### src/rtl/i2c_pkg.sv
// Shared types and defaults for the I2C line conditioning path.
package i2c_pkg;

  localparam logic I2C_IDLE_LEVEL      = 1'b1;
  localparam int   DEFAULT_SYNC_STAGES = 2;
  localparam int   DEFAULT_FILT_W      = 4;

  // Filtered view of one bus line: level plus single-cycle edge strobes.
  typedef struct packed {
    logic level;
    logic rise;
    logic fall;
  } i2c_line_t;

endpackage

### src/rtl/i2c_line_conditioner_if.sv
// Raw pad inputs, filter configuration and conditioned outputs of the I2C line conditioner.
interface i2c_line_conditioner_if
  import i2c_pkg::*;
#(
  parameter int FILT_W = DEFAULT_FILT_W
);
  logic              SDA_in;
  logic              SCL_in;
  logic [FILT_W-1:0] filter_len;
  logic              SDA_sync;
  logic              SCL_sync;
  logic              SDA_rise;
  logic              SDA_fall;
  logic              SCL_rise;
  logic              SCL_fall;
  logic              start_det;
  logic              stop_det;
  logic              bus_busy;

  // The master side drives the pads and configuration; the conditioner is the slave.
  modport master (
    output SDA_in, SCL_in, filter_len,
    input  SDA_sync, SCL_sync, SDA_rise, SDA_fall, SCL_rise, SCL_fall,
           start_det, stop_det, bus_busy
  );

  modport slave (
    input  SDA_in, SCL_in, filter_len,
    output SDA_sync, SCL_sync, SDA_rise, SDA_fall, SCL_rise, SCL_fall,
           start_det, stop_det, bus_busy
  );
endinterface

### src/rtl/i2c_glitch_filter.sv
// Single-line synchroniser, programmable spike filter and edge strobe generator.
module i2c_glitch_filter
  import i2c_pkg::*;
#(
  parameter int SYNC_STAGES = DEFAULT_SYNC_STAGES,
  parameter int FILT_W      = DEFAULT_FILT_W
) (
  input  logic              clk,
  input  logic              rst,
  input  logic              i_raw,
  input  logic [FILT_W-1:0] i_filter_len,
  output i2c_line_t         o_line,
  output logic              o_delayed
);

  logic [SYNC_STAGES-1:0] r_sync;
  logic                   r_filt;
  logic                   r_dly;
  logic [FILT_W-1:0]      r_cnt;
  logic                   w_stable;

  assign w_stable = r_sync[SYNC_STAGES-1];

  // The level only follows the synchronised input once a mismatch has outlasted
  // filter_len cycles; the >= compare fires before the counter could ever wrap.
  always_ff @(posedge clk or posedge rst) begin
    if (rst) begin
      r_sync <= {SYNC_STAGES{I2C_IDLE_LEVEL}};
      r_filt <= I2C_IDLE_LEVEL;
      r_dly  <= I2C_IDLE_LEVEL;
      r_cnt  <= '0;
    end else begin
      r_sync <= {r_sync[SYNC_STAGES-2:0], i_raw};
      r_dly  <= r_filt;
      if (w_stable == r_filt) begin
        r_cnt <= '0;
      end else if (r_cnt >= i_filter_len) begin
        r_filt <= w_stable;
        r_cnt  <= '0;
      end else begin
        r_cnt <= r_cnt + 1'b1;
      end
    end
  end

  always_comb begin
    o_line.level = r_filt;
    o_line.rise  = r_filt & ~r_dly;
    o_line.fall  = ~r_filt & r_dly;
  end

  assign o_delayed = r_dly;

endmodule

### src/rtl/i2c_line_conditioner.sv
// Conditions raw SDA/SCL pads into clean clk-domain levels and edge strobes.
// Define I2C_BUS_BUSY_EN to enable START/STOP detection and bus_busy tracking.
module i2c_line_conditioner
  import i2c_pkg::*;
#(
  parameter int SYNC_STAGES = DEFAULT_SYNC_STAGES,
  parameter int FILT_W      = DEFAULT_FILT_W
) (
  input  logic                   clk,
  input  logic                   rst,
  i2c_line_conditioner_if.slave  bus
);

  i2c_line_t w_sda;
  i2c_line_t w_scl;
  logic      w_sdaDly;
  logic      w_sclDly;

  i2c_glitch_filter #(
    .SYNC_STAGES (SYNC_STAGES),
    .FILT_W      (FILT_W)
  ) u_sdaFilter (
    .clk          (clk),
    .rst          (rst),
    .i_raw        (bus.SDA_in),
    .i_filter_len (bus.filter_len),
    .o_line       (w_sda),
    .o_delayed    (w_sdaDly)
  );

  i2c_glitch_filter #(
    .SYNC_STAGES (SYNC_STAGES),
    .FILT_W      (FILT_W)
  ) u_sclFilter (
    .clk          (clk),
    .rst          (rst),
    .i_raw        (bus.SCL_in),
    .i_filter_len (bus.filter_len),
    .o_line       (w_scl),
    .o_delayed    (w_sclDly)
  );

  assign bus.SDA_sync = w_sda.level;
  assign bus.SCL_sync = w_scl.level;
  assign bus.SDA_rise = w_sda.rise;
  assign bus.SDA_fall = w_sda.fall;
  assign bus.SCL_rise = w_scl.rise;
  assign bus.SCL_fall = w_scl.fall;

`ifdef I2C_BUS_BUSY_EN
  logic w_start;
  logic w_stop;
  logic r_busy;
  logic w_unusedSdaDly;

  // SCL must be high both now and last cycle, so a simultaneous SDA/SCL edge is ignored.
  assign w_start        = w_sda.fall & w_scl.level & w_sclDly;
  assign w_stop         = w_sda.rise & w_scl.level & w_sclDly;
  assign w_unusedSdaDly = w_sdaDly;

  always_ff @(posedge clk or posedge rst) begin
    if (rst) begin
      r_busy <= 1'b0;
    end else if (w_start) begin
      r_busy <= 1'b1;
    end else if (w_stop) begin
      r_busy <= 1'b0;
    end
  end

  assign bus.start_det = w_start;
  assign bus.stop_det  = w_stop;
  assign bus.bus_busy  = r_busy;
`else
  logic w_unusedDly;

  assign w_unusedDly   = w_sdaDly ^ w_sclDly;
  assign bus.start_det = 1'b0;
  assign bus.stop_det  = 1'b0;
  assign bus.bus_busy  = 1'b0;
`endif

endmodule
### src/flat_wrapper.sv
// flat-port wrapper written by rule: the top's interface ports become plain ports
module i2c_line_conditioner_flat import i2c_pkg::*;
#(
  parameter int SYNC_STAGES = DEFAULT_SYNC_STAGES,
  parameter int FILT_W      = DEFAULT_FILT_W
)
  (clk, rst, bus_SDA_in, bus_SCL_in, bus_filter_len, bus_SDA_sync, bus_SCL_sync, bus_SDA_rise, bus_SDA_fall, bus_SCL_rise, bus_SCL_fall, bus_start_det, bus_stop_det, bus_bus_busy);
  i2c_line_conditioner_if #(.FILT_W(FILT_W)) bus_i ();
  input  logic clk;
  input  logic rst;
  input wire logic [$bits(bus_i.SDA_in)-1:0] bus_SDA_in;
  input wire logic [$bits(bus_i.SCL_in)-1:0] bus_SCL_in;
  input wire logic [$bits(bus_i.filter_len)-1:0] bus_filter_len;
  output wire logic [$bits(bus_i.SDA_sync)-1:0] bus_SDA_sync;
  output wire logic [$bits(bus_i.SCL_sync)-1:0] bus_SCL_sync;
  output wire logic [$bits(bus_i.SDA_rise)-1:0] bus_SDA_rise;
  output wire logic [$bits(bus_i.SDA_fall)-1:0] bus_SDA_fall;
  output wire logic [$bits(bus_i.SCL_rise)-1:0] bus_SCL_rise;
  output wire logic [$bits(bus_i.SCL_fall)-1:0] bus_SCL_fall;
  output wire logic [$bits(bus_i.start_det)-1:0] bus_start_det;
  output wire logic [$bits(bus_i.stop_det)-1:0] bus_stop_det;
  output wire logic [$bits(bus_i.bus_busy)-1:0] bus_bus_busy;
  assign bus_i.SDA_in = bus_SDA_in;
  assign bus_i.SCL_in = bus_SCL_in;
  assign bus_i.filter_len = bus_filter_len;
  assign bus_SDA_sync = bus_i.SDA_sync;
  assign bus_SCL_sync = bus_i.SCL_sync;
  assign bus_SDA_rise = bus_i.SDA_rise;
  assign bus_SDA_fall = bus_i.SDA_fall;
  assign bus_SCL_rise = bus_i.SCL_rise;
  assign bus_SCL_fall = bus_i.SCL_fall;
  assign bus_start_det = bus_i.start_det;
  assign bus_stop_det = bus_i.stop_det;
  assign bus_bus_busy = bus_i.bus_busy;
  i2c_line_conditioner #(.SYNC_STAGES(SYNC_STAGES), .FILT_W(FILT_W)) u_core (.clk(clk), .rst(rst), .bus(bus_i));
endmodule
### config.mk
export PLATFORM = sky130hd
export DESIGN_NAME = i2c_line_conditioner_flat
export DESIGN_NICKNAME = d
export VERILOG_FILES = /design/src/rtl/i2c_pkg.sv /design/src/rtl/i2c_line_conditioner_if.sv /design/src/rtl/i2c_glitch_filter.sv /design/src/rtl/i2c_line_conditioner.sv /design/src/flat_wrapper.sv
export SDC_FILE = /design/constraint.sdc
export NUM_CORES = 1
export LEC_CHECK = 0
export CORE_AREA = 3 3 48 50
export CTS_CLUSTER_SIZE = 28
export DETAILED_ROUTE_END_ITERATION = 6
export DIE_AREA = 0 0 51 53
export PLACE_DENSITY = 0.68
export SETUP_SLACK_MARGIN = 0.5
export SYNTH_ARGS = -nofsm -noshare
export SYNTH_HDL_FRONTEND = slang
export SYNTH_SLANG_ARGS = --single-unit
### constraint.sdc
create_clock -name clk -period 3.2 [get_ports clk]
set_input_delay 0.96 -clock clk [delete_from_list [all_inputs] [get_ports clk]]
set_output_delay 0.96 -clock clk [all_outputs]
set_load 0.02 [all_outputs]
==> metrics.txt <==
# TYPE chip_impl_metric gauge
chip_impl_metric{name="drtAntennaViolNets",unit=""} 0
chip_impl_metric{name="die_height",unit="um"} 53
chip_impl_metric{name="dpl_cell_area",unit="um2"} 1020
chip_impl_metric{name="core_area",unit="um2"} 1940
chip_impl_metric{name="holdWs",unit="ns"} 0.360
chip_impl_info{name="slowest_stage",value="sky130_fd_sc_hd__clkdlybuf4s50_1"} 1
chip_impl_metric{name="number_of_primary_i_o_pins",unit=""} 17
chip_impl_metric{name="drt-pass1-iter-count",unit=""} 2
chip_impl_metric{name="final_core_utilization",unit=""} 0.538
chip_impl_info{name="critical_path_class",value="register to output pin"} 1
chip_impl_metric{name="grt_pass1_vias",unit=""} 507
chip_impl_metric{name="number_of_antenna_violations_at_the_first_check_in_global_routing",unit=""} 0
chip_impl_metric{name="synth.avg_cell_area",unit="um2"} 12.0
chip_impl_metric{name="grt_first_pass_wirelength",unit="um"} 2150
chip_impl_metric{name="total_routed_wirelength",unit="um"} 1290
chip_impl_metric{name="synth-seq-cells",unit=""} 16
chip_impl_info{name="cts.root.buffer_cell",value="sky130_fd_sc_hd__clkbuf_4"} 1
chip_impl_metric{name="finalWeightedCongestion",unit=""} 0.668
chip_impl_metric{name="irDropWorstVdd",unit="V"} 0.000373
chip_impl_metric{name="htree_levels",unit=""} 1
chip_impl_info{name="rsz_0062_raised_after_global_routing",value="false"} 1
chip_impl_metric{name="place.detailed.hpwl",unit="um"} 1030
chip_impl_metric{name="synthToLayoutAreaGrowth",unit="%"} 20.5
chip_impl_metric{name="fin_nets",unit=""} 107
chip_impl_info{name="end_kind",value="output pin"} 1
chip_impl_metric{name="cts.sink_count",unit=""} 16
chip_impl_metric{name="cp_num_buf_inv",unit=""} 1
chip_impl_metric{name="floorplan.initialDensity",unit=""} 0.447
chip_impl_metric{name="critical_path_peak_fanout",unit=""} 6
chip_impl_metric{name="p_leak",unit="nW"} 0.499
chip_impl_metric{name="detailroute.via_count",unit=""} 524
chip_impl_metric{name="post_route_cells_drive_above_1_share",unit=""} 0.216
chip_impl_info{name="cp_top_family",value="buffers and inverters"} 1
chip_impl_metric{name="timing.clock.skew",unit="ns"} 0.00486
chip_impl_metric{name="total_power",unit="uW"} 811
chip_impl_metric{name="netlist-cell-type-count",unit=""} 17
chip_impl_metric{name="drt-wirelength-per-cell",unit="um"} 11.3
chip_impl_metric{name="final_hold_viol_count",unit=""} 0
chip_impl_metric{name="timing_max_transition_violations_final",unit=""} 0
chip_impl_metric{name="floorplan.rows",unit=""} 16
chip_impl_metric{name="track_usage",unit=""} 0.112
chip_impl_metric{name="clock_pin_slew_reported_for_the_worst_setup_and_hold_paths_after_clock_tree_synthesis",unit="ns"} 0.09
chip_impl_metric{name="max_stage_delay",unit="ns"} 0.61
chip_impl_metric{name="syn_area",unit="um2"} 867
chip_impl_metric{name="dr.first_iter.drc_count",unit=""} 11
chip_impl_metric{name="layout_cell_area_excl_fill",unit="um2"} 1040
chip_impl_metric{name="postCtsSetupRepairBufs",unit=""} 0
chip_impl_metric{name="yosysSeqAreaShare",unit=""} 0.473
chip_impl_metric{name="yosysWarningCount",unit=""} 0
chip_impl_metric{name="finalCritPeriodShare",unit=""} 0.805
chip_impl_metric{name="timing.critical_path.required",unit="ns"} 2.24
chip_impl_metric{name="total_inserted_antenna_cells",unit=""} 0
chip_impl_info{name="crit_chain",value="nor2b_1 -> clkdlybuf4s50_1"} 1
chip_impl_metric{name="timing.slew.headroom",unit=""} 0.607
chip_impl_metric{name="ctsLongestPathBuffers",unit=""} 2
chip_impl_metric{name="tritoncts.num_buffers",unit=""} 3
chip_impl_metric{name="fmax",unit="MHz"} 388
chip_impl_metric{name="synthCells",unit=""} 72
chip_impl_metric{name="ratio_of_total_power_to_cell_area",unit="nW/um2"} 776
chip_impl_metric{name="drv.max_cap_violation_count",unit=""} 0
chip_impl_info{name="timing.hold.worst.class",value="register to register"} 1
chip_impl_info{name="cts_tree",value="built"} 1
chip_impl_info{name="timing.critical_path.from_type",value="register"} 1
chip_impl_metric{name="layout_min_cycle_time",unit="ns"} 2.58
chip_impl_metric{name="floorplan_die_area",unit="um2"} 2700
chip_impl_metric{name="grt_max_degree",unit=""} 17
chip_impl_info{name="outcome",value="finished, final reports clean"} 1
chip_impl_metric{name="crit_arrival",unit="ns"} 1.62
chip_impl_metric{name="report.final.setup_viol",unit=""} 0
chip_impl_metric{name="clk-insertion-delay-late",unit="ns"} 0.28
chip_impl_metric{name="setup_tns",unit="ns"} 0
chip_impl_metric{name="worstMarginPinSlew",unit="ns"} 0.589
chip_impl_metric{name="numPortBuffers",unit=""} 13
chip_impl_metric{name="chipWidth",unit="um"} 51
chip_impl_metric{name="grt_remaining_overflow",unit=""} 0
chip_impl_metric{name="post-route-drc-count",unit=""} 0
chip_impl_metric{name="route.detailed.vias_per_inst",unit=""} 4.56
## registers in the layout, summed over array words and instances, names as in the netlist
signal                        flops
u_core.u_sclFilter.r_sync         2
u_core.u_sclFilter.r_cnt          4
u_core.u_sclFilter.o_delayed      1
u_core.u_sclFilter.r_filt         1
u_core.u_sdaFilter.r_sync         2
u_core.u_sdaFilter.r_cnt          4
u_core.u_sdaFilter.o_delayed      1
u_core.u_sdaFilter.r_filt         1
## report_power, final
part	leakage, nW	internal [mW]	switching (mW)
Clock	0.0150	0.0483	0.0605
Sequential	0.192	0.277	0.0557
Combinational	0.293	0.199	0.171
## cells in the final DEF (no fill, tap or decap), types with 3 or more instances in the layout
cell / synthesis / final
sky130_fd_sc_hd__xor2_1: 4 / 4
sky130_fd_sc_hd__conb_1: 1 / 3
sky130_fd_sc_hd__clkdlybuf4s50_1: 0 / 12
sky130_fd_sc_hd__dfrtp_1: 8 / 8
sky130_fd_sc_hd__nor2_1: 10 / 10
sky130_fd_sc_hd__clkbuf_4: 0 / 3
sky130_fd_sc_hd__inv_1: 8 / 8
sky130_fd_sc_hd__ha_1: 10 / 10
sky130_fd_sc_hd__dfstp_2: 8 / 8
sky130_fd_sc_hd__nor2b_1: 4 / 4
## worst reg2reg max path, cell delays in order, from the launching register on
cell and delay (ns):
sky130_fd_sc_hd__dfrtp_1 0.43, sky130_fd_sc_hd__inv_1 0.06, sky130_fd_sc_hd__ha_1 0.27, sky130_fd_sc_hd__nand2b_4 0.15, sky130_fd_sc_hd__a2111oi_4 0.37, sky130_fd_sc_hd__o21ai_0 0.26
sky130_fd_sc_hd__nor2_1 0.17
## final timing paths
check / start / endpoint / slack (ns) / cells past startpoint
setup / recovery: u_core.u_sdaFilter.r_filt / bus_SDA_rise / 0.62 / 2
hold / removal: u_core.u_sclFilter.r_sync[0] / u_core.u_sclFilter.r_sync[1] / 0.36 / 0
setup reg to reg: u_core.u_sclFilter.r_cnt[0] / u_core.u_sclFilter.r_cnt[2] / 1.43 / 6
hold reg to reg: u_core.u_sclFilter.r_sync[0] / u_core.u_sclFilter.r_sync[1] / 0.36 / 0
max in group asynchronous: rst / u_core.u_sdaFilter.r_cnt[0] / 1.78 / 2
min in group asynchronous: rst / u_core.u_sclFilter.r_cnt[2] / 1.03 / 2
## area by class of cell
class | instances | area (um2)
Tap cell | 27 | 33.8
Clock buffer | 4 | 26.3
Timing Repair Buffer | 13 | 133
Inverter | 8 | 30.0
Sequential cell | 16 | 410
Multi-Input combinational cell | 47 | 412
Fill cell | 193 | 897
## per-layer routing
layer	track usage	share of wire
met2	0.178	0.47
met1	0.131	0.48
met4	0.0807	0.0070
met5	0	0
met3	0.0282	0.037
## cell families after synthesis
| logic type | Yosys count | synth area share |
|---|---|---|
| multiplexers | 2 | 0.0346 |
| adder cells (fa/ha/maj) | 10 | 0.144 |
| AND/OR/NAND/NOR | 20 | 0.130 |
| XOR/XNOR | 6 | 0.0606 |
| other | 1 | 0.00432 |
| flip-flops | 16 | 0.473 |
| buffers and inverters | 11 | 0.0606 |
| AO/OA/AOI/OAI | 6 | 0.0923 |
## through the flow
step / std cells / worst slack [ns]
final: 115 / 0.624
after global placement: 111 / 0.521
after CTS: 115 / 0.552
after global routing: 115 / 0.544
after detailed placement: 111 / 0.467
after floorplan: 74 / 1.03
## what timing repair did
item                                    in CTS  in global routing
endpoints found under the setup margin       0                  1
hold buffers                                 0                  0
resized for setup                            0                  1
## Yosys cell counts (all sizes together)
library cell,count,area (um2)
a2111oi,2,55.1
buf,3,22.5
conb,1,3.75
dfrtp,8,200
dfstp,8,210
ha,10,125
inv,8,30.0
mux2,2,30.0
nand2b,2,27.5
nand3,2,10.0
nor2,12,50.1
nor2b,4,25.0
o21a,2,15.0
o21ai,2,10.0
xnor2,2,17.5
xor2,4,35.0
(Power assumes the default switching activity.)
